===== config.mk =====
export PLATFORM = sky130hd
export DESIGN_NAME = rx_collector_flat
export DESIGN_NICKNAME = d
export VERILOG_FILES = /design/src/rtl/rx_pkg.sv /design/src/rtl/rx_collector_if.sv /design/src/rtl/rx_collector_rr_arbiter.sv /design/src/rtl/rx_collector.sv /design/src/flat_wrapper.sv
export SDC_FILE = /design/constraint.sdc
export NUM_CORES = 1
export LEC_CHECK = 0
export BUFFER_PORTS_ARGS = -buffer_cell sky130_fd_sc_hd__buf_2
export CAP_MARGIN = 20
export CORE_ASPECT_RATIO = 2
export CORE_UTILIZATION = 40
export DETAILED_ROUTE_END_ITERATION = 16
export PLACE_DENSITY_LB_ADDON = 0.08
export SYNTH_ARGS = -nofsm -noshare
export SYNTH_HDL_FRONTEND = slang
export SYNTH_HIERARCHICAL = 1
export SYNTH_SLANG_ARGS = --single-unit

===== constraint.sdc =====
create_clock -name clk -period 5.8 [get_ports clk]
set_input_delay 0.29 -clock clk [delete_from_list [all_inputs] [get_ports clk]]
set_output_delay 0.29 -clock clk [all_outputs]
set_load 0.02 [all_outputs]

===== src/rtl/rx_pkg.sv =====
// ---------------------------------------------------------------------------
// rx_pkg
// Shared definitions for the RX collector:
//   - slot_state_e : per-switch tracking slot state (IDLE / WAIT / DONE)
//   - WR / RD      : encoding of the scheduler's wr_rd_s signal
//   - frame layout : field widths plus helper functions that give each field's
//                    bit position for any FRAME_WIDTH / W_WIDTH combination.
//                    The OPID_MSB..TO_BIT localparams are the default
//                    32-bit / 8-bit values.
// No ports (package).
// ---------------------------------------------------------------------------
package rx_pkg;

  typedef enum logic [1:0] {
    IDLE = 2'd0,
    WAIT = 2'd1,
    DONE = 2'd2
  } slot_state_e;

  localparam logic WR = 1'b1;
  localparam logic RD = 1'b0;

  localparam int OPID_W = 8;
  localparam int IDX_W  = 3;

  // Frame is packed MSB first: op_id, addr, data, slot index, to_flag, zero fill.
  function automatic int opid_msb(input int fw);
    return fw - 1;
  endfunction

  function automatic int addr_lsb(input int fw, input int w);
    return fw - OPID_W - w;
  endfunction

  function automatic int data_lsb(input int fw, input int w);
    return addr_lsb(fw, w) - w;
  endfunction

  function automatic int idx_lsb(input int fw, input int w);
    return data_lsb(fw, w) - IDX_W;
  endfunction

  function automatic int to_bit(input int fw, input int w);
    return idx_lsb(fw, w) - 1;
  endfunction

  localparam int OPID_MSB = opid_msb(32);
  localparam int ADDR_LSB = addr_lsb(32, 8);
  localparam int DATA_LSB = data_lsb(32, 8);
  localparam int IDX_LSB  = idx_lsb(32, 8);
  localparam int TO_BIT   = to_bit(32, 8);

endpackage


===== src/rtl/rx_collector_if.sv =====
// ---------------------------------------------------------------------------
// rx_collector_if
// Bundles the collector's bus signals.
//   Scheduler side : sel_en, addr, wr_rd_s, op_id (in), sw_busy, err_overrun (out)
//   Switch side    : rd_valid, rd_data (in)
//   Response FIFO  : resp_full (in), resp_wr_en, resp_frame (out)
// Modports: master = environment driving the collector, slave = the collector.
// ---------------------------------------------------------------------------
interface rx_collector_if #(
  parameter int NUM_SW_INST = 5,
  parameter int W_WIDTH     = 8,
  parameter int FRAME_WIDTH = 32
);
  logic [NUM_SW_INST-1:0]         sel_en;
  logic [W_WIDTH-1:0]             addr;
  logic                           wr_rd_s;
  logic [7:0]                     op_id;
  logic [NUM_SW_INST-1:0]         rd_valid;
  logic [NUM_SW_INST*W_WIDTH-1:0] rd_data;
  logic                           resp_full;
  logic                           resp_wr_en;
  logic [FRAME_WIDTH-1:0]         resp_frame;
  logic [NUM_SW_INST-1:0]         sw_busy;
  logic [NUM_SW_INST-1:0]         err_overrun;

  modport master (
    output sel_en, addr, wr_rd_s, op_id, rd_valid, rd_data, resp_full,
    input  resp_wr_en, resp_frame, sw_busy, err_overrun
  );

  modport slave (
    input  sel_en, addr, wr_rd_s, op_id, rd_valid, rd_data, resp_full,
    output resp_wr_en, resp_frame, sw_busy, err_overrun
  );
endinterface


===== src/rtl/rx_collector_rr_arbiter.sv =====
// ---------------------------------------------------------------------------
// rr_arbiter
// Round-robin arbiter. Searches req upward from the pointer (modulo N) and
// reports the first hit as a one-hot grant plus its index. When advance is
// high the pointer moves to grant_idx+1 mod N; otherwise it holds.
// Ports:
//   clk, rst_n  : clock, synchronous active-low reset (pointer -> 0)
//   req[N]      : requesting slots
//   advance     : the current grant is being consumed this cycle
//   grant[N]    : one-hot grant (all zero when nothing requests)
//   grant_idx   : index of the granted slot (0 when nothing requests)
// ---------------------------------------------------------------------------
module rr_arbiter #(
  parameter  int N  = 5,
  localparam int IW = (N > 1) ? $clog2(N) : 1
) (
  input  logic          clk,
  input  logic          rst_n,
  input  logic [N-1:0]  req,
  input  logic          advance,
  output logic [N-1:0]  grant,
  output logic [IW-1:0] grant_idx
);
  logic [IW-1:0] ptr_reg;
  logic [IW-1:0] ptr_next;
  logic          found;
  int            cand;

  always_comb begin
    grant     = '0;
    grant_idx = '0;
    found     = 1'b0;
    cand      = 0;
    for (int k = 0; k < N; k++) begin
      cand = (int'(ptr_reg) + k) % N;
      if (!found && req[cand]) begin
        found        = 1'b1;
        grant_idx    = IW'(cand);
        grant[cand]  = 1'b1;
      end
    end
    ptr_next = ptr_reg;
    if (advance && found) begin
      ptr_next = (int'(grant_idx) == N - 1) ? '0 : grant_idx + 1'b1;
    end
  end

  always_ff @(posedge clk) begin
    if (!rst_n) begin
      ptr_reg <= '0;
    end else begin
      ptr_reg <= ptr_next;
    end
  end
endmodule


===== src/rtl/rx_collector.sv =====
// ---------------------------------------------------------------------------
// rx_collector
// Tracks one outstanding read per switch instance, turns each read result (or
// a timeout) into a response frame and writes it to the response FIFO.
// Ports:
//   clk                 : clock, rising edge
//   rst_n               : synchronous active-low reset
//   bus (slave modport) :
//     sel_en, addr, wr_rd_s, op_id : accesses issued by the scheduler
//     rd_valid, rd_data            : per-switch read returns
//     resp_full                    : response FIFO full (stalls output)
//     resp_wr_en, resp_frame       : registered FIFO write port
//     sw_busy                      : slot has a read in flight / frame pending
//     err_overrun                  : sticky, access hit a non-idle slot
// ---------------------------------------------------------------------------
module rx_collector
  import rx_pkg::*;
#(
  parameter int NUM_SW_INST = 5,
  parameter int W_WIDTH     = 8,
  parameter int FRAME_WIDTH = 32,
  parameter int TIMEOUT     = 16
) (
  input  logic         clk,
  input  logic         rst_n,
  rx_collector_if.slave bus
);
  localparam int TMR_W = $clog2(TIMEOUT);
  localparam int GI_W  = (NUM_SW_INST > 1) ? $clog2(NUM_SW_INST) : 1;
  localparam int F_OPID_MSB = opid_msb(FRAME_WIDTH);
  localparam int F_ADDR_LSB = addr_lsb(FRAME_WIDTH, W_WIDTH);
  localparam int F_DATA_LSB = data_lsb(FRAME_WIDTH, W_WIDTH);
  localparam int F_IDX_LSB  = idx_lsb(FRAME_WIDTH, W_WIDTH);
  localparam int F_TO_BIT   = to_bit(FRAME_WIDTH, W_WIDTH);

  logic [NUM_SW_INST-1:0] done_vec;
  logic [NUM_SW_INST-1:0] grant;
  logic [NUM_SW_INST-1:0] busy_vec;
  logic [NUM_SW_INST-1:0] overrun_vec;
  logic [GI_W-1:0]        grant_idx;
  logic                   advance;
  logic [FRAME_WIDTH-1:0] slot_frame [NUM_SW_INST];
  logic                   resp_wr_en_reg;
  logic [FRAME_WIDTH-1:0] resp_frame_reg;

  // A frame leaves only when some slot is DONE and the FIFO can take it.
  assign advance = (|done_vec) && !bus.resp_full;

  rr_arbiter #(.N(NUM_SW_INST)) u_arb (
    .clk       (clk),
    .rst_n     (rst_n),
    .req       (done_vec),
    .advance   (advance),
    .grant     (grant),
    .grant_idx (grant_idx)
  );

  generate
    for (genvar gi = 0; gi < NUM_SW_INST; gi++) begin : g_slot
      slot_state_e            state_reg, state_next;
      logic [TMR_W-1:0]       timer_reg;
      logic [7:0]             op_id_reg;
      logic [W_WIDTH-1:0]     addr_reg;
      logic [W_WIDTH-1:0]     data_reg;
      logic                   to_reg;
      logic                   busy_reg;
      logic                   overrun_reg;
      logic                   rd_strobe;
      logic                   expired;
      logic                   granted;
      logic [FRAME_WIDTH-1:0] frame;

      assign rd_strobe = bus.sel_en[gi] && (bus.wr_rd_s == RD);
      assign expired   = (timer_reg == TMR_W'(TIMEOUT - 1));
      assign granted   = grant[gi] && advance;

      always_comb begin
        state_next = state_reg;
        case (state_reg)
          IDLE:    if (rd_strobe) state_next = WAIT;
          WAIT:    if (bus.rd_valid[gi] || expired) state_next = DONE;
          DONE:    if (granted) state_next = IDLE;
          default: state_next = IDLE;
        endcase
      end

      always_ff @(posedge clk) begin
        if (!rst_n) begin
          state_reg   <= IDLE;
          timer_reg   <= '0;
          op_id_reg   <= '0;
          addr_reg    <= '0;
          data_reg    <= '0;
          to_reg      <= 1'b0;
          busy_reg    <= 1'b0;
          overrun_reg <= 1'b0;
        end else begin
          state_reg <= state_next;
          // Busy spans the whole pending period and stays up through the
          // cycle in which the slot's frame appears on resp_wr_en.
          busy_reg  <= (state_reg != IDLE) || (state_next != IDLE);
          if (bus.sel_en[gi] && state_reg != IDLE) begin
            overrun_reg <= 1'b1;
          end
          case (state_reg)
            IDLE: begin
              if (rd_strobe) begin
                op_id_reg <= bus.op_id;
                addr_reg  <= bus.addr;
                timer_reg <= '0;
              end
            end
            WAIT: begin
              // rd_valid takes priority over an expiring timer.
              if (bus.rd_valid[gi]) begin
                data_reg <= bus.rd_data[gi*W_WIDTH +: W_WIDTH];
                to_reg   <= 1'b0;
              end else if (expired) begin
                data_reg <= '0;
                to_reg   <= 1'b1;
              end else begin
                timer_reg <= timer_reg + 1'b1;
              end
            end
            default: ;
          endcase
        end
      end

      always_comb begin
        frame                                  = '0;
        frame[F_OPID_MSB -: OPID_W]            = op_id_reg;
        frame[F_ADDR_LSB +: W_WIDTH]           = addr_reg;
        frame[F_DATA_LSB +: W_WIDTH]           = data_reg;
        frame[F_IDX_LSB +: IDX_W]              = IDX_W'(gi);
        frame[F_TO_BIT]                        = to_reg;
      end

      assign slot_frame[gi]  = frame;
      assign done_vec[gi]    = (state_reg == DONE);
      assign busy_vec[gi]    = busy_reg;
      assign overrun_vec[gi] = overrun_reg;
    end
  endgenerate

  always_ff @(posedge clk) begin
    if (!rst_n) begin
      resp_wr_en_reg <= 1'b0;
      resp_frame_reg <= '0;
    end else begin
      resp_wr_en_reg <= advance;
      if (advance) begin
        resp_frame_reg <= slot_frame[grant_idx];
      end
    end
  end

  assign bus.resp_wr_en  = resp_wr_en_reg;
  assign bus.resp_frame  = resp_frame_reg;
  assign bus.sw_busy     = busy_vec;
  assign bus.err_overrun = overrun_vec;
endmodule


===== src/flat_wrapper.sv =====
// flat-port wrapper written by rule: the top's interface ports become plain ports
module rx_collector_flat import rx_pkg::*;
#(
  parameter int NUM_SW_INST = 5,
  parameter int W_WIDTH     = 8,
  parameter int FRAME_WIDTH = 32,
  parameter int TIMEOUT     = 16
)
  (clk, rst_n, bus_sel_en, bus_addr, bus_wr_rd_s, bus_op_id, bus_rd_valid, bus_rd_data, bus_resp_full, bus_resp_wr_en, bus_resp_frame, bus_sw_busy, bus_err_overrun);
  rx_collector_if #(.NUM_SW_INST(NUM_SW_INST), .W_WIDTH(W_WIDTH), .FRAME_WIDTH(FRAME_WIDTH)) bus_i ();
  input  logic clk;
  input  logic rst_n;
  input wire logic [$bits(bus_i.sel_en)-1:0] bus_sel_en;
  input wire logic [$bits(bus_i.addr)-1:0] bus_addr;
  input wire logic [$bits(bus_i.wr_rd_s)-1:0] bus_wr_rd_s;
  input wire logic [$bits(bus_i.op_id)-1:0] bus_op_id;
  input wire logic [$bits(bus_i.rd_valid)-1:0] bus_rd_valid;
  input wire logic [$bits(bus_i.rd_data)-1:0] bus_rd_data;
  input wire logic [$bits(bus_i.resp_full)-1:0] bus_resp_full;
  output wire logic [$bits(bus_i.resp_wr_en)-1:0] bus_resp_wr_en;
  output wire logic [$bits(bus_i.resp_frame)-1:0] bus_resp_frame;
  output wire logic [$bits(bus_i.sw_busy)-1:0] bus_sw_busy;
  output wire logic [$bits(bus_i.err_overrun)-1:0] bus_err_overrun;
  assign bus_i.sel_en = bus_sel_en;
  assign bus_i.addr = bus_addr;
  assign bus_i.wr_rd_s = bus_wr_rd_s;
  assign bus_i.op_id = bus_op_id;
  assign bus_i.rd_valid = bus_rd_valid;
  assign bus_i.rd_data = bus_rd_data;
  assign bus_i.resp_full = bus_resp_full;
  assign bus_resp_wr_en = bus_i.resp_wr_en;
  assign bus_resp_frame = bus_i.resp_frame;
  assign bus_sw_busy = bus_i.sw_busy;
  assign bus_err_overrun = bus_i.err_overrun;
  rx_collector #(.NUM_SW_INST(NUM_SW_INST), .W_WIDTH(W_WIDTH), .FRAME_WIDTH(FRAME_WIDTH), .TIMEOUT(TIMEOUT)) u_core (.clk(clk), .rst_n(rst_n), .bus(bus_i));
endmodule

Word level (Yosys, flattened, before mapping)
Cells that the tools add are included.
- register bits: 201
- input bits: 70
- output and inout bits: 43
- word-level logic and storage cells: 292
- add/sub/neg operators: 10
- divide/modulo/power cells: 5
- order comparisons: 11
- equal/unequal tests: 31
- mux-type cells: 104
- bitwise operators: 6
- reduce and logical (&&, ||, !) cells: 82
- operators by type and width (cell ; number):
    32-bit by 1-bit >= comparator with 1-bit output (second input constant) ; 5
    32-bit by 5-bit < comparator with 1-bit output (second input constant) ; 5
    32-bit by 4-bit modulo with 32-bit output (second input constant) ; 4
    32-bit binary-select mux with 3-bit select ; 1
    8-bit 2-to-1 mux ; 10
    32-bit 2-to-1 mux ; 2
    4-bit 2-to-1 mux ; 15
    4-bit case mux with 2 select lines ; 5
    2-bit nonzero test ; 20
    4-bit by 4-bit modulo with 32-bit output (second input constant) ; 1
    1-bit 2-to-1 mux ; 30
    2-bit 2-to-1 mux ; 15
    2-bit case mux with 3 select lines ; 5
    1-bit logical AND ; 26
    5-bit 2-to-1 mux ; 5
    4-bit by 1-bit adder with 4-bit output (second input constant) ; 5
    4-bit equality test (second input constant) ; 5
    2-bit != test (second input constant) ; 10
    5-bit OR ; 4
    2-bit AND reduction ; 10
    4-bit AND reduction ; 5
    3-bit 2-to-1 mux ; 6
    1-bit binary-select mux with 3-bit select ; 5
    1-bit demux with 3-bit select ; 5
    15 further kinds ; 45

Longest topological paths before layout
Gate-level depths: netlist (run 1).
- word-level depth: 22
- mapped depth: 28

Cells and area by module
Netlist (run 1), hierarchy kept.
- by module, submodules not included (module ; times used ; cells an instance ; area an instance (µm²)):
    rx_collector ; 1 ; 964 ; 8841.0
    rr_arbiter ; 1 ; 385 ; 2641.3

Worst setup path before layout (run 1)
No wires, ideal clock.
- path type: register to register
- start point: register u_core.u_arb.ptr_reg[0]
- end point: register u_core.resp_frame_reg[17] (netlist: u_core/bus.resp_frame[17])
- setup time: 126 ps
- arrival time: 5741 ps
- data required time: 5674 ps
- slack: -67 ps
- stages on the path, launching flop included: 28
- path buffers: 5
- cells stage by stage: dfxtp_1 -> buf_2 -> inv_1 -> buf_2 -> ha_1 -> buf_2 -> inv_1 -> ha_1 -> inv_1 -> ha_1 -> nor3_1 -> nor2_1 -> xnor2_1 -> ha_1 -> nor3_1 -> a22o_1 -> or2_2 -> a211oi_1 -> o21ai_1 -> o22ai_1 -> nand2_1 -> and2_1 -> inv_1 -> buf_2 -> buf_2 -> mux4_2 -> o211ai_1 -> nand3_1
- longest elaborated chain between the ends: 21
- elaborated cells on any way between the ends: 45
- ends and longest elaborated chain (what ; RTL line ; RTL):
    from (decl) ; rx_collector_rr_arbiter.sv:24 ; logic [IW-1:0] ptr_reg;
    from (signal assigned) ; rx_collector_rr_arbiter.sv:52 ; ptr_reg <= ptr_next;
    branches (longest 16 deep; another with 32-bit by 4-bit modulo with 32-bit output) ; n/a ;
    3-bit 2-to-1 mux * ; rx_collector_rr_arbiter.sv:36 ; if (!found && req[cand]) begin
    named net u_core.grant_idx[1] ; rx_collector.sv:40 ; logic [GI_W-1:0] grant_idx;
    3-bit inverter with 4-bit output (implied by the code) * ; rx_collector.sv:153 ; resp_frame_reg <= slot_frame[grant_idx];
    32-bit binary-select mux with 3-bit select * ; rx_collector.sv:153 ;
    32-bit 2-to-1 mux (implied by the code) * (2 in a row) ; rx_collector.sv:153 ;
    to (signal assigned) ; rx_collector.sv:153 ;
    to (decl) ; rx_collector.sv:44 ; logic [FRAME_WIDTH-1:0] resp_frame_reg;
Mark *: on every way through the listed nets, which the timed path passes. The select of a mux whose other input is x is not followed.
A chain may end at the register's enable or synchronous reset.

Worst setup path in the final report (run 1)
- start point: register u_core.u_arb.ptr_reg[2]
- end point: register u_core.resp_frame_reg[30] (netlist: u_core/bus.resp_frame[30])
The elaborated chain is that of the path after synthesis.

==> results.sh, run 1 <==
export IMPL_critPathLaunchType="flip-flop"
export IMPL_synth_avg_cell_area_um2=8.51
export IMPL_maxSlewHeadroom_pct=28.1
export IMPL_syn_cell_area_um2=11500
export IMPL_port_buffers=108
export IMPL_slowest_stage="dfxtp_1"
export IMPL_cts_root_buf="clkbuf_16"
export IMPL_r2r_cells=19
export IMPL_synthAdderAreaFrac_pct=4.10
export IMPL_synth_top_family_by_area="compound AO/OA/AOI/OAI gates"
export IMPL_crit_fanout=17
export IMPL_path_cells="ha_1 -> inv_1 -> nor2_1 -> xnor2_1 -> ha_1 -> fa_1 -> or4b_1 -> o2111a_1 -> o221ai_1 -> o31ai_1 -> or4_4 -> inv_1 -> nand2_1 -> and2_1 -> inv_2 -> buf_12 -> mux4_2 -> o211ai_1 -> nand3_1"
export IMPL_rsz0062_at_grt="no"
export IMPL_combPwrFrac_pct=63.0
export IMPL_async_flop_share_pct=0
export IMPL_cts_buffers=17
export IMPL_crit_start="u_core/u_arb/ptr_reg[2]"
export IMPL_slew_violations=0
export IMPL_syn2layout_area_growth_pct=12.7
export IMPL_r2r_end="u_core/bus.resp_frame[30]"
export IMPL_totalNegativeSetupSlack_ns=0
export IMPL_p_seq_share_pct=20.7
export IMPL_power_frac_clock_pct=16.3
export IMPL_antenna_found_initial=2
export IMPL_fin_crit_ns=5.33
export IMPL_yosys_most_used_dff="dfxtp_1"
export IMPL_insertion_delay_ns=0.44
export IMPL_crit_end="u_core/bus.resp_frame[30]"
export IMPL_synth_cells=1349
export IMPL_drtIter0Drc=680
export IMPL_synth_compound_area_share_pct=24.3
export IMPL_synth_cell_type_count=83
export IMPL_grt_pass1_vias=10503
export IMPL_swShare_pct=48.3
export IMPL_routed_wl_um=43700
export IMPL_crit_required_ns=6.11
export IMPL_p_leak_nw=5.04
export IMPL_gp_congestion=1.01
export IMPL_max_clock_freq_mhz=188
export IMPL_antenna_left=0
export IMPL_grt_ovfl_total=0
export IMPL_grt_pass1_wl_um=64700
export IMPL_muxShareOfSynthArea_pct=7.32
export IMPL_rrSetupSlack_ns=0.47
export IMPL_p_total_w=0.00749
export IMPL_firstDrtPassIters=5
export IMPL_synth_edf_count=0
export IMPL_final_common_cell="nand2_1"
export IMPL_cpPeakStageDelay_ns=0.55
export IMPL_internal_power_w=0.00388
export IMPL_powerDensity_nw_per_um2=579
export IMPL_yosys_warnings=6
export IMPL_maxCapViolations=0
export IMPL_io_pins=113
export IMPL_p_sw_w=0.00361
export IMPL_grt_max_degree=116
export IMPL_gr_usage_all_layers_pct=30.3
export IMPL_viasPerCell=6.01
export IMPL_cts_clk_slew_worst_paths_ns=0.07
export IMPL_ys_ff_latch=197
export IMPL_r2r_start="u_core/u_arb/ptr_reg[2]"
export IMPL_chipWidth_um=122
export IMPL_criticalPathCategory="reg2reg"
export IMPL_hold_violations=0
export IMPL_h_tree_depth=4
export IMPL_synthXorXnorAreaFrac_pct=1.21
export IMPL_drc=0
export IMPL_drive_gt1_share_pct=17.6
export IMPL_cts_sinks=197
export IMPL_worstMarginPinSlew_ns=1.08
export IMPL_run_status="finished, final reports clean"
export IMPL_clock_skew_ns=0.0105
export IMPL_fin_crit_sh_pct=91.9
export IMPL_die_y_um=242
export IMPL_num_vias=10612
export IMPL_drt_wirelength_per_cell_um=24.7
export IMPL_worstSetupEndpointType="flip-flop"
export IMPL_cts_hold_buf=0
export IMPL_hpwlAfterDp_um=30600
export IMPL_core_um2=28200
export IMPL_seq_area_frac_synth_pct=34.3
export IMPL_cp_data_arrival_time_ns=5.65
export IMPL_hp_class="in2reg"
export IMPL_cts_setup_buffers=0
export IMPL_cts_tree="yes"
export IMPL_start_util_pct=40.7
export IMPL_nNetsFinal=1505
export IMPL_setup_viol=0
export IMPL_num_rows=87
export IMPL_die_area_um2=29400
export IMPL_yosys_area_share_simple_pct=22.7
export IMPL_clockBufferDepth=2
export IMPL_ir_drop_uv=443
export IMPL_final_cell_mix="214 x nand2_1, 197 x dfxtp_1, 107 x buf_2"
[area by class of cell]
type                       count  area [um^2]
fill                        2894        15300
multi-input combinational    996         6930
sequential                   197         3940
timing repair buffer         152          902
clock buffer                  22          464
tap                          356          445
clock inverter                 9          128
inverter                      34          128
antenna                        1         2.50
[kinds of logic (layout without fill, tap and decap cells)]
kind of cell | Yosys count | count (layout)
compound gates | 370 | 370
xor+xnor | 15 | 15
fa+ha+maj | 37 | 37
buf+inv | 159 | 217
flops | 197 | 197
mux | 52 | 52
other cells | 1 | 5
simple gates | 518 | 518
[per-stage QoR]
stage               util [%]  hold WS [ns]  worst slack (ns)  std cells  area (um^2)
global placement        43.7         0.444             0.588       1735        12300
finish                  45.9         0.108             0.467       1767        12900
global route            45.9        0.0984            0.0714       1767        12900
detailed placement      43.7         0.451             0.462       1735        12300
CTS                     45.8        0.0890             0.428       1766        12900
floorplan                  -         0.428           0.00571       1352        11500
[worst min-delay path by stage]
stage / startpoint / end / slack [ns] / depth (start not counted)
after floorplan: rst_n / u_core/u_arb/ptr_reg[2] / 0.43 / 2
after global placement: u_core/g_slot[0].overrun_reg / u_core/g_slot[0].overrun_reg / 0.44 / 1
after detailed placement: u_core/g_slot[3].overrun_reg / u_core/g_slot[3].overrun_reg / 0.45 / 1
after CTS: bus_rd_data[38] / u_core/g_slot[4].data_reg[6] / 0.09 / 3
after global routing: bus_rd_data[38] / u_core/g_slot[4].data_reg[6] / 0.1 / 3
final: bus_rd_data[38] / u_core/g_slot[4].data_reg[6] / 0.11 / 3
[metal layers]
| metal | vias to the layer above | routed length [um] | GRT usage (%) |
|---|---|---|---|
| li1 | 4978 | - | - |
| met1 | 5137 | 15200 | 30.7 |
| met2 | 353 | 22800 | 53.1 |
| met3 | 142 | 2140 | 6.04 |
| met4 | 2 | 3580 | 23.3 |
| met5 | - | 10 | 0 |
[power groups by stage]
| stage | Clock [W] | Sequential, W | Combinational, W |
|---|---|---|---|
| after global placement | 0 | 0.00158 | 0.00460 |
| after CTS | 0.00125 | 0.00155 | 0.00461 |
| after global routing | 0.00130 | 0.00156 | 0.00506 |
| final | 0.00122 | 0.00155 | 0.00472 |
| after floorplan | 0 | 0.00158 | 0.00302 |
| after detailed placement | 0 | 0.00158 | 0.00460 |
[Yosys cell counts (all sizes together) (20+ instances only)]
master,instances,area (um^2)
a21boi,88,661
a21oi,34,178
a22oi,45,352
a41oi,29,254
and3,36,225
buf,38,241
clkbuf,87,327
dfxtp,197,3940
ha,36,450
inv,34,128
mux2i,24,240
mux4,25,563
nand2,214,803
nand3,51,255
nor2,49,191
nor2b,65,407
nor3,20,130
o2111ai,25,219
o211ai,33,248
o21ai,29,145
[worst max-delay path, delay by kind of cell, from the launching register on]
family	cells	cell delay [ns]
AOI/OAI and AO/OA	4	0.80
DFF	1	0.55
and+or+nand+nor	6	1.51
xor gates and xnor gates	1	0.16
adders and majority gates	3	0.91
muxes	1	0.55
buffers and inverters	4	0.72
[timing repair]
action | CTS | global route
gates resized for setup | 0 | 2
endpoints found under the hold margin | 0 | 0
endpoints found under the setup margin | 0 | 11
(Power assumes the default switching activity.)
==> run 2, diff against run 1 <==
CTS_BUF_LIST = sky130_fd_sc_hd__clkbuf_8   (was unset)
PLACE_DENSITY_LB_ADDON = unset   (was 0.08)
==> run 2 against run 1 <==
- clock skew up 0.010 ns
- hold slack got worse by 0.045 ns
- highest routed layer unchanged
- power fell by 5.5%
- global-route usage down 2.6 points
- final area shrank 1.6%
- first-iteration DRC count up 2.4%
==> results.sh, run 2 (same netlist as run 1, synthesis figures left out) <==
export IMPL_run_status="finished, final reports clean"
export IMPL_syn2layout_area_growth_pct=10.9
export IMPL_maxSlewHeadroom_pct=26.2
export IMPL_final_area_um2=12700
export IMPL_core_um2=28200
export IMPL_grt_max_degree=125
export IMPL_clock_skew_ns=0.0209
export IMPL_max_clock_freq_mhz=183
export IMPL_powerDensity_nw_per_um2=556
export IMPL_gp_congestion=0.940
export IMPL_worstMarginPinSlew_ns=1.11
export IMPL_crit_required_ns=6.17
export IMPL_drc=0
export IMPL_drive_gt1_share_pct=17.7
export IMPL_viasPerCell=6.01
export IMPL_num_vias=10606
export IMPL_chipWidth_um=122
export IMPL_totalNegativeSetupSlack_ns=0
export IMPL_h_tree_depth=4
export IMPL_cts_clk_slew_worst_paths_ns=0.11
export IMPL_grt_pass1_wl_um=60200
export IMPL_hpwlAfterDp_um=29100
export IMPL_port_buffers=108
export IMPL_worstSetupEndpointType="flip-flop"
export IMPL_cp_data_arrival_time_ns=5.85
export IMPL_cts_root_buf="clkbuf_8"
export IMPL_critPathLaunchType="flip-flop"
export IMPL_grt_pass1_vias=10395
export IMPL_num_rows=87
export IMPL_die_y_um=242
export IMPL_setup_viol=0
export IMPL_fin_crit_sh_pct=94.4
export IMPL_gr_usage_all_layers_pct=27.7
export IMPL_criticalPathCategory="reg2reg"
export IMPL_final_common_cell="nand2_1"
export IMPL_antenna_left=0
export IMPL_ff_latch_area_um2=3940
export IMPL_clockBufferDepth=2
export IMPL_r2r_cells=23
export IMPL_insertion_delay_ns=0.48
export IMPL_cts_buffers=17
export IMPL_drtIter0Drc=696
export IMPL_multi_input_area_um2=6910
export IMPL_slew_violations=0
export IMPL_antenna_found_initial=2
export IMPL_nNetsFinal=1503
export IMPL_maxCapViolations=0
export IMPL_firstDrtPassIters=5
export IMPL_dpl_instance_area_um2=12200
export IMPL_start_util_pct=40.7
export IMPL_crit_fanout=29
export IMPL_p_leak_nw=4.96
export IMPL_slowest_stage="mux4_2"
export IMPL_final_cell_mix="214 x nand2_1, 197 x dfxtp_1, 107 x buf_2"
export IMPL_p_total_w=0.00708
export IMPL_final_util_pct=45.2
export IMPL_min_path_cells=3
export IMPL_cpPeakStageDelay_ns=0.63
export IMPL_cts_hold_buf=0
export IMPL_hp_class="in2reg"
export IMPL_io_pins=113
export IMPL_hold_violations=0
export IMPL_cts_sinks=197
export IMPL_grt_ovfl_total=0
export IMPL_drt_wirelength_per_cell_um=23.2
export IMPL_cts_tree="yes"
export IMPL_crit_path_frequent_cell="ha_1"
export IMPL_die_area_um2=29400
export IMPL_ir_drop_uv=605
export IMPL_fin_crit_ns=5.48
export IMPL_path_cells="inv_1 -> ha_1 -> inv_1 -> ha_1 -> inv_1 -> ha_1 -> nor3_1 -> nor2_1 -> xnor2_1 -> ha_1 -> nor3_1 -> a22o_1 -> nor4_2 -> a211oi_2 -> or2_2 -> o22ai_1 -> nand2_1 -> and2_1 -> clkinv_1 -> buf_12 -> mux4_2 -> o211ai_1 -> nand3_1"
export IMPL_routed_wl_um=40900
export IMPL_fillCellCount=2826
## run 2: changes by cell type in the layout (fill, tap and decap cells not counted), sizes merged
cell	previous run	this run
inv	34	40
buf	152	150
clkinv	3	6
clkinvlp	3	0
clkbuf	22	17
## run 2: layer usage
metal	wire length (um)	up-vias	GRT usage [%]
li1	-	4979	-
met3	1880	143	4.86
met4	3550	2	22.5
met5	13	-	0
met2	21800	362	50.7
met1	13600	5120	26.1
## run 2: what timing repair did
item	4_1_cts	5_1_grt
resized for setup	0	4
setup buffers	0	7
setup endpoints to repair	0	30
## run 2: final timing paths
| check | endpoint | from | slack [ns] |
|---|---|---|---|
| setup reg to reg | u_core/bus.resp_frame[9] | u_core/u_arb/ptr_reg[1] | 0.32 |
| hold reg to reg | u_core/g_slot[1].op_id_reg[0] | u_core/g_slot[1].op_id_reg[0] | 0.47 |
| hold / removal | u_core/g_slot[0].data_reg[2] | bus_rd_data[2] | 0.06 |
| setup / recovery | u_core/bus.resp_frame[9] | u_core/u_arb/ptr_reg[1] | 0.32 |
## run 2: power by group
group          switching [W]  internal [W]
sequential         0.0000904       0.00145
combinational        0.00279       0.00177
clock               0.000528      0.000440
## run 2: worst max-delay path: cells and delay by family (launching register included)
family	cells	cell delay, ns
AND/OR/NAND/NOR	8	1.58
adder cells (fa/ha/maj)	4	1.15
buffers and inverters	5	0.78
AO/OA/AOI/OAI	4	0.65
multiplexers	1	0.63
flip-flops	1	0.32
XOR/XNOR	1	0.24
## run 2: layout make-up
| type | instances | area share, % |
|---|---|---|
| Tap cell | 356 | 3.50 |
| Inverter | 34 | 1.00 |
| Multi-Input combinational cell | 996 | 54.3 |
| Antenna cell | 1 | 0.0197 |
| Clock buffer | 17 | 1.84 |
| Clock inverter | 15 | 1.52 |
| Timing Repair Buffer | 150 | 6.87 |
| Sequential cell | 197 | 31.0 |
## run 2: per-stage QoR
stage	worst slack [ns]	std cells	hold slack, ns
2_1_floorplan	0.00571	1352	0.428
3_3_place_gp	0.355	1726	0.442
3_5_place_dp	0.284	1726	0.453
4_1_cts	0.233	1758	0.0385
5_1_grt	-0.00133	1766	0.0492
6_report	0.322	1766	0.0632
==> run 3, diff against run 2 <==
BUFFER_PORTS_ARGS = unset   (was -buffer_cell sky130_fd_sc_hd__buf_2)
DONT_BUFFER_PORTS = 1   (was unset)
SLEW_MARGIN = 15   (was unset)
==> run 3 against run 2 <==
- die area unchanged
- hold slack got worse by 0.039 ns
- combinational power decreased by 1%
- first-iteration DRC count increased by 15%
- flip-flop and latch count unchanged
- cell count decreased by 2.3%
- critical path type unchanged
- highest routed layer is now met4
==> results.sh, run 3 (same netlist as run 1, synthesis figures left out) <==
export IMPL_run_status="finished, final reports clean"
export IMPL_h_tree_depth=4
export IMPL_grt_pass1_vias=10614
export IMPL_cts_setup_buffers=0
export IMPL_cts_clk_slew_worst_paths_ns=0.11
export IMPL_path_cells="buf_4 -> ha_1 -> xnor2_2 -> nand2_1 -> ha_1 -> nand2b_1 -> o2bb2ai_2 -> nor3_2 -> mux2_4 -> a21o_2 -> or4_4 -> o21ai_4 -> buf_4 -> mux4_2 -> o211ai_1 -> nand3_1"
export IMPL_setup_viol=0
export IMPL_drt_wirelength_per_cell_um=23.6
export IMPL_max_clock_freq_mhz=185
export IMPL_final_cell_mix="214 x nand2_1, 197 x dfxtp_1, 88 x a21boi_0"
export IMPL_grt_ovfl_total=0
export IMPL_nNetsFinal=1462
export IMPL_syn2layout_area_growth_pct=11.7
export IMPL_hold_violations=0
export IMPL_p_leak_nw=4.76
export IMPL_ctsResizeCount=0
export IMPL_hpwlAfterDp_um=28100
export IMPL_core_um2=28200
export IMPL_antenna_left=0
export IMPL_antenna_found_initial=1
export IMPL_critPathLaunchType="flip-flop"
export IMPL_clockBufferDepth=2
export IMPL_powerDensity_nw_per_um2=546
export IMPL_slew_violations=0
export IMPL_critical_path_n_buffers_inverters=2
export IMPL_routed_wl_um=40700
export IMPL_worstSetupEndpointType="flip-flop"
export IMPL_totalNegativeSetupSlack_ns=0
export IMPL_maxSlewHeadroom_pct=33.1
export IMPL_crit_fanout=18
export IMPL_cp_data_arrival_time_ns=5.79
export IMPL_fin_crit_sh_pct=93.3
export IMPL_fillCellCount=2772
export IMPL_io_pins=113
export IMPL_cts_buffers=17
export IMPL_final_area_um2=12800
export IMPL_grt_max_degree=155
export IMPL_cts_tree="yes"
export IMPL_cts_sinks=197
export IMPL_fin_crit_ns=5.41
export IMPL_drive_gt1_share_pct=10.7
export IMPL_crit_required_ns=6.18
export IMPL_path_delay_family="simple AND/OR/NAND/NOR gates"
export IMPL_drc=0
export IMPL_grt_pass1_wl_um=61600
export IMPL_die_y_um=242
export IMPL_viasPerCell=6.10
export IMPL_gp_congestion=0.988
export IMPL_dpl_instance_area_um2=11800
export IMPL_firstDrtPassIters=5
export IMPL_rsz0062_at_grt="no"
export IMPL_cpPeakStageDelay_ns=0.60
export IMPL_criticalPathCategory="reg2reg"
export IMPL_ir_drop_uv=470
export IMPL_cts_root_buf="clkbuf_8"
export IMPL_die_area_um2=29400
export IMPL_drtIter0Drc=797
export IMPL_slowest_stage="or4_4"
export IMPL_maxCapViolations=0
export IMPL_final_common_cell="nand2_1"
export IMPL_num_vias=10521
export IMPL_port_buffers=0
export IMPL_chipWidth_um=122
export IMPL_hp_class="in2reg"
export IMPL_num_rows=87
export IMPL_clock_skew_ns=0.0206
export IMPL_insertion_delay_ns=0.49
export IMPL_start_util_pct=40.7
export IMPL_gr_usage_all_layers_pct=28.2
export IMPL_worstMarginPinSlew_ns=1.00
-- run 3: cell types whose count changed in the layout (fill, tap and decap cells not counted), sizes merged --
cell / before / now
bufinv: 3 / 1
clkinv: 6 / 2
buf: 150 / 51
clkbuf: 17 / 20
dlygate4sd3: 0 / 58
clkinvlp: 0 / 3
-- run 3: area by class of cell --
type / instances / area [um^2] / area share (%)
clock buffer: 20 / 275 / 2.15
antenna: 1 / 2.50 / 0.0195
tap: 356 / 445 / 3.47
inverter: 34 / 128 / 0.995
clock inverter: 12 / 116 / 0.907
sequential: 197 / 3940 / 30.7
timing repair buffer: 109 / 1020 / 7.96
multi-input combinational: 996 / 6900 / 53.8
-- run 3: routing by layer --
metal	track usage (%)	vias to the layer above	routed length, um
li1	-	4886	-
met1	27.2	5076	13800
met2	50.7	409	21500
met3	4.95	150	2030
met4	22.9	0	3330
met5	0	-	0
-- run 3: where the power goes --
group | total, W | leakage [nW] | internal, W | switching (W)
clock | 0.000896 | 0.196 | 0.000381 | 0.000515
sequential | 0.00160 | 1.60 | 0.00145 | 0.000146
combinational | 0.00451 | 2.96 | 0.00177 | 0.00274
-- run 3: worst reg2reg max path: stages, from the launching register on --
cell	delay, ns
dfxtp_1	0.33
buf_4	0.20
ha_1	0.27
xnor2_2	0.50
nand2_1	0.20
ha_1	0.37
nand2b_1	0.22
o2bb2ai_2	0.17
nor3_2	0.39
mux2_4	0.35
a21o_2	0.25
or4_4	0.60
o21ai_4	0.48
buf_4	0.30
mux4_2	0.52
o211ai_1	0.09
nand3_1	0.08
-- run 3: repair_timing --
item | CTS | global route
endpoints found under the setup margin | 0 | 0
hold endpoints to repair | 162 | 0
hold buffers | 60 | 0
-- run 3: worst paths after layout --
check,depth (start not counted),from,end,slack (ns)
hold reg to reg,2,u_core/g_slot[1].op_id_reg[6],u_core/g_slot[1].op_id_reg[6],0.47
hold / removal,2,bus_sel_en[0],u_core/g_slot[0].overrun_reg,0.02
setup / recovery,16,u_core/u_arb/ptr_reg[0],u_core/bus.resp_frame[31],0.39
setup reg to reg,16,u_core/u_arb/ptr_reg[0],u_core/bus.resp_frame[31],0.39
-- run 3: per-stage QoR --
stage | worst slack, ns | utilization (%) | total power [W] | hold slack, ns | cells
global placement | 0.495 | 41.9 | 0.00599 | 0.436 | 1632
CTS | 0.494 | 45.5 | 0.00696 | 0.00308 | 1724
detailed placement | 0.522 | 41.9 | 0.00599 | 0.443 | 1632
global route | 0.183 | 45.5 | 0.00737 | 0.0285 | 1725
finish | 0.387 | 45.5 | 0.00701 | 0.0247 | 1725
floorplan | 0.00571 | - | 0.00460 | 0.428 | 1352
